`src/rtl/lr_classify_seq.sv`:
```
// lr_classify_seq: one-vs-all logistic-regression scorer for 81-feature frames.
// A single multiply-accumulate walks every (class, feature) pair in turn.
// Each class's 32-bit score is published on hidden, and the arg-max class
// with its score is reported at the end of the frame.
module lr_classify_seq #(
    parameter int NFEAT  = 81,
    parameter int NCLASS = 10,
    parameter int XW     = 7,
    parameter int TW     = 32
) (
    input  logic          clk,
    input  logic          rst_n,
    input  logic          start,
    output logic          busy,
    output logic [6:0]    x_addr,
    input  logic [XW-1:0] x_data,
    output logic [10:0]   theta_addr,
    input  logic [TW-1:0] theta_data,
    output logic          hidden_valid,
    output logic [31:0]   hidden,
    output logic [3:0]    hidden_class,
    output logic          done,
    output logic [3:0]    class_id,
    output logic [31:0]   score
);

    localparam logic [1:0] S_IDLE  = 2'd0;
    localparam logic [1:0] S_RUN   = 2'd1;
    localparam logic [1:0] S_DRAIN = 2'd2;
    localparam logic [1:0] S_CMP   = 2'd3;

    localparam logic [6:0] LAST_F = 7'(NFEAT - 1);
    localparam logic [3:0] LAST_C = 4'(NCLASS - 1);

    logic [1:0]  state;
    logic [3:0]  issue_c;
    logic        rd_valid;
    logic [6:0]  rd_f;
    logic [3:0]  rd_c;
    logic [31:0] acc;
    logic [31:0] prod;
    logic [31:0] sum;
    logic [31:0] best_score;
    logic [3:0]  best_class;
    logic [31:0] nxt_score;
    logic [3:0]  nxt_class;
    logic        take_new;

    // Product of the returned pixel and weight; the bias feature uses 1.0 in Q16
    always_comb begin
        prod = 32'd0;
        if (rd_f == 7'd0) begin
            prod = 32'(theta_data) << 16;
        end else begin
            prod = {{(32-XW){1'b0}}, x_data} * 32'(theta_data);
        end
        sum = (rd_f == 7'd0) ? prod : acc + prod;
    end

    // Running best: class 0 always loads, later classes must be strictly greater
    always_comb begin
        take_new  = (hidden_class == 4'd0) || ($signed(hidden) > $signed(best_score));
        nxt_score = take_new ? hidden : best_score;
        nxt_class = take_new ? hidden_class : best_class;
    end

    // Frame sequencing and address issue, one (class, feature) pair per cycle
    always_ff @(posedge clk or negedge rst_n) begin
        if (!rst_n) begin
            state      <= S_IDLE;
            busy       <= 1'b0;
            done       <= 1'b0;
            x_addr     <= 7'd0;
            theta_addr <= 11'd0;
            issue_c    <= 4'd0;
            rd_valid   <= 1'b0;
            rd_f       <= 7'd0;
            rd_c       <= 4'd0;
        end else begin
            rd_valid <= 1'b0;
            done     <= 1'b0;
            case (state)
                S_IDLE: begin
                    x_addr     <= 7'd0;
                    theta_addr <= 11'd0;
                    issue_c    <= 4'd0;
                    if (start) begin
                        state <= S_RUN;
                        busy  <= 1'b1;
                    end
                end
                S_RUN: begin
                    rd_valid <= 1'b1;
                    rd_f     <= x_addr;
                    rd_c     <= issue_c;
                    if (x_addr == LAST_F) begin
                        x_addr <= 7'd0;
                        if (issue_c == LAST_C) begin
                            state      <= S_DRAIN;
                            theta_addr <= 11'd0;
                            issue_c    <= 4'd0;
                        end else begin
                            theta_addr <= theta_addr + 11'd1;
                            issue_c    <= issue_c + 4'd1;
                        end
                    end else begin
                        x_addr     <= x_addr + 7'd1;
                        theta_addr <= theta_addr + 11'd1;
                    end
                end
                S_DRAIN: begin
                    if (hidden_valid && (hidden_class == LAST_C)) begin
                        state <= S_CMP;
                        done  <= 1'b1;
                    end
                end
                default: begin
                    state <= S_IDLE;
                    busy  <= 1'b0;
                end
            endcase
        end
    end

    // Accumulate returned products and publish each finished class score
    always_ff @(posedge clk or negedge rst_n) begin
        if (!rst_n) begin
            acc          <= 32'd0;
            hidden       <= 32'd0;
            hidden_class <= 4'd0;
            hidden_valid <= 1'b0;
        end else begin
            hidden_valid <= 1'b0;
            if (rd_valid) begin
                acc <= sum;
                if (rd_f == LAST_F) begin
                    hidden       <= sum;
                    hidden_class <= rd_c;
                    hidden_valid <= 1'b1;
                end
            end
        end
    end

    // Track the best class and latch the final result when the last class lands
    always_ff @(posedge clk or negedge rst_n) begin
        if (!rst_n) begin
            best_score <= 32'd0;
            best_class <= 4'd0;
            class_id   <= 4'd0;
            score      <= 32'd0;
        end else if (hidden_valid) begin
            best_score <= nxt_score;
            best_class <= nxt_class;
            if (hidden_class == LAST_C) begin
                class_id <= nxt_class;
                score    <= nxt_score;
            end
        end
    end

endmodule

```
`config.mk`:
```
export PLATFORM = sky130hd
export DESIGN_NAME = lr_classify_seq
export DESIGN_NICKNAME = d
export VERILOG_FILES = /design/src/rtl/lr_classify_seq.sv
export SDC_FILE = /design/constraint.sdc
export NUM_CORES = 1
export LEC_CHECK = 0
export CORE_MARGIN = 3
export CORE_UTILIZATION = 40
export DETAILED_ROUTE_END_ITERATION = 8
export SYNTH_ARGS = -nofsm -noshare
export SYNTH_HDL_FRONTEND = slang
export SYNTH_SLANG_ARGS = --single-unit
```
`constraint.sdc`:
```
create_clock -name clk -period 5.2 [get_ports clk]
set_input_delay 1.04 -clock clk [delete_from_list [all_inputs] [get_ports clk]]
set_output_delay 1.04 -clock clk [all_outputs]
set_load 0.02 [all_outputs]
```
==> out/results.tsv <==
stage	metric	value	unit
setup_path	crit start category	input pin	
setup_path	r2r endpoint	acc[26]$_DFFE_PN0P_	
setup_path	Max stage delay on crit path	0.56	ns
die	Die ar.	42600	µm²
sta	setup total negative slack	-64.33	ns
synthesis	Avg Cell Area, Syn	9.27	µm²
global_routing	antenna violations before repair	0	
global_routing	vias in the first global route	14000	
global_routing	total grt overflow	0	
placed_design	IO buf count	134	
sta	Slew Limit Fails	0	
sta	min cycle time layout	6.86	ns
drt	vias	13400	
synthesis	Synth area leaders	dfrtp_1, fa_1, ha_1	
layout	Core Util, Final	55.6	%
placed_design	DP Area	19900	µm²
synthesis	Synth Net Count	2026	
layout	area grow syn2layout	35.6	%
sta	crit share post-route	132	%
clock_network	clock sinks	179	
setup_path	crit-path max FO	5	
clock_network	Reg clk slew, reported paths	0.06	ns
setup_path	Top delay family on crit path	adder cells	
synthesis	top-area cell type share of the netlist area	27.9	%
die	Boundary Pins	135	
synthesis	post-synth cell types	69	
drt	average wire per standard cell	16.5	µm
clock_network	later-pin clock latency in the skew report	0.44	ns
die	Rows	72	
synthesis	top-count cell post-synth	nand2_1	
sta	Max Freq	146	MHz
setup_path	critical path's slowest cell	fa_1	
run_status	failing checks	negative setup slack	
sta	Slew Limit Headroom	25.9	%
sta	setup ws final	-1.66	ns
setup_path	Crit path arrival time	7.17	ns
run	Max-Cap Viols	0	
global_routing	met1 GRT Util	28.5	%
setup_path	most frequent CP cell	fa_1	
setup_path	crit path to	hidden[31]$_DFFE_PN0P_	
sta	final hold viol count	0	
min_path	Hold Path Class	reg -> reg	
global_routing	largest net degree at the start of global routing	108	
synthesis	Yosys top cell by area	dfrtp_1	
setup_path	CP bufs+invs	5	
setup_path	RR Startpoint	rd_f[0]$_DFFE_PN0P_	
die	Chip Height	206	µm
layout	fillers	3504	
synthesis	register area share after synthesis	27.9	%
global_routing	GRT Resource Usage Total	20.9	%
clock_network	CTS Buf Count	17	
die	Initial Util	41.0	%
sta	unrepaired setup endpoints after global routing	yes	
run_status	status	finished with violations	
setup_path	worst setup path category	in -> reg	
synthesis	ys async rst share	100	%
drt	ANT nets after route	0	
placed_design	Detail Placement HPWL	33.3	mm
layout	final net count	2398	
drt	First-pass DRT Iterations	4	
sta	final setup fails	50	
synthesis	Yosys Warn Count	0	
synthesis	Post-synth top flop	dfrtp_1	
global_routing	GR peak layer	met2	
setup_path	WP depth	29	
sta	clk_skew	0.00761	ns
clock_network	maximum clock insertion buffer count	2	
drt	final wirelength	43.6	mm
synthesis	Syn Std Cell Area	16100	µm²
sta	Fin Hold WS	0.470	ns
global_routing	global-route wire length before repair	71.8	mm
clock_network	clk root buf	clkbuf_16	
drt	routed vias/inst	5.09	
synthesis	synthesized flop and latch total	179	
sta	Slew @ Worst Pin	1.11	ns
setup_path	Worst Setup SP	x_data[3]	
placed_design	gp weighted congestion	0.877	
layout	cell area after layout	21800	µm²
synthesis	Synth Instances	1735	
setup_path	Worst EP required	5.52	ns
clock_network	CTS tree	built	
layout	# diodes	0	
setup_path	Crit. End Element	flip-flop	
drt	initial detailed-routing violation count	515	
global_routing	met2 Use GR	35.7	%
global_routing	GR Util met3	2.11	%
drt	Residual DRC	0	
die	die width	206	µm
synthesis	EDFF count, synth	0	
setup_path	r2r worst-path depth	16	
die	Core Area	39200	µm²
synthesis	Post-synth top cells	nand2_1, inv_1, dfrtp_1	
clock_network	H-Tree Depth	4	
setup_path	Worst R2R Setup Slack	0.95	ns
layout	share of cells above drive strength 1	27.6	%
cell families (layout without fill, tap and decap cells):
family	count (synthesis)	count (layout)	synth area share, %
adder cells (fa/ha/maj)	249	249	25.6
multiplexers	88	88	6.58
flip-flops	179	179	27.9
AND/OR/NAND/NOR	569	569	16.7
XOR/XNOR	72	72	3.92
AO/OA/AOI/OAI	331	331	13.0
buffers and inverters	247	632	6.30
placed cells by master (no fill, tap or decap), drive strengths merged, types with 3 or more instances in the layout:
| cell type | count |
|---|---|
| a2111oi | 6 |
| a211oi | 15 |
| a21boi | 5 |
| a21o | 39 |
| a21oi | 75 |
| a221oi | 3 |
| a31oi | 12 |
| and2 | 139 |
| and3 | 9 |
| buf | 294 |
| clkbuf | 24 |
| clkdlybuf4s50 | 109 |
| clkinv | 5 |
| clkinvlp | 5 |
| dfrtp | 179 |
| dlygate4sd2 | 8 |
| fa | 133 |
| ha | 116 |
| inv | 183 |
| mux2 | 54 |
| mux2i | 34 |
| nand2 | 250 |
| nand2b | 13 |
| nand3 | 34 |
| nand4 | 13 |
| nor2 | 78 |
| nor2b | 6 |
| nor3 | 16 |
| nor4 | 4 |
| o211ai | 6 |
| o21a | 8 |
| o21ai | 112 |
| o21bai | 7 |
| o2bb2ai | 6 |
| o31ai | 17 |
| xnor2 | 40 |
| xor2 | 32 |
routing by layer:
layer	up-vias	wire, µm	part of all wire [%]
met5	-	0	0
met1	6609	20800	48
met4	0	897	2.1
met3	52	1410	3.2
met2	258	20600	47
li1	6499	-	-
layout make-up:
| type | instances | area [µm²] | share of cell area [%] |
|---|---|---|---|
| well taps | 518 | 648 | 2.97 |
| inverters | 183 | 687 | 3.15 |
| flip-flops and latches | 179 | 4480 | 20.5 |
| clock inverters | 11 | 104 | 0.476 |
| repair buffers | 417 | 3590 | 16.5 |
| clock buffers | 21 | 470 | 2.16 |
| multi-input cells | 1309 | 11800 | 54.2 |
state kept, by name, indices dropped and copies added, names as in the netlist:
register,cells
state,2
rd_f,7
class_id,4
theta_addr,11
rd_c,4
score,32
acc,32
best_score,32
done,1
best_class,4
rd_valid,1
hidden_class,4
issue_c,4
busy,1
hidden,32
hidden_valid,1
x_addr,7
worst min-delay path, stage by stage, from the launching register on:
cell and delay (ns):
dfrtp_1 0.34, nand2_1 0.05, nand2_1 0.05
through the flow:
| stage | instances | setup slack, ns |
|---|---|---|
| finish | 2638 | -1.66 |
| global route | 2638 | -1.90 |
| CTS | 2627 | -1.64 |
| detailed placement | 2564 | -2.64 |
| global placement | 2564 | -2.53 |
| floorplan | 1735 | -1.58 |
how the worst min path moves through the flow:
stage,start,end,slack (ns),depth (start not counted)
global route,rd_c[1]$_DFFE_PN0P_,hidden_class[1]$_DFFE_PN0P_,0.49,2
CTS,rd_c[1]$_DFFE_PN0P_,hidden_class[1]$_DFFE_PN0P_,0.47,2
finish,rd_c[0]$_DFFE_PN0P_,hidden_class[0]$_DFFE_PN0P_,0.47,2
global placement,rd_c[1]$_DFFE_PN0P_,hidden_class[1]$_DFFE_PN0P_,0.45,2
detailed placement,rd_c[1]$_DFFE_PN0P_,hidden_class[1]$_DFFE_PN0P_,0.46,2
floorplan,rd_c[0]$_DFFE_PN0P_,hidden_class[0]$_DFFE_PN0P_,0.43,2
timing repair:
| item | in CTS | in global routing |
|---|---|---|
| hold endpoints to repair | 0 | 0 |
| hold buffers | 0 | 0 |
| setup endpoints to repair | 56 | 52 |
| buffers inserted | 34 | 18 |
| gates resized for setup | 211 | 91 |
| cloned | 3 | 0 |
| pin swaps | 128 | 99 |
Power is left out: the tool's default activity adds up to more than one toggle a clock period on the data nets, which glitch-free logic cannot reach.
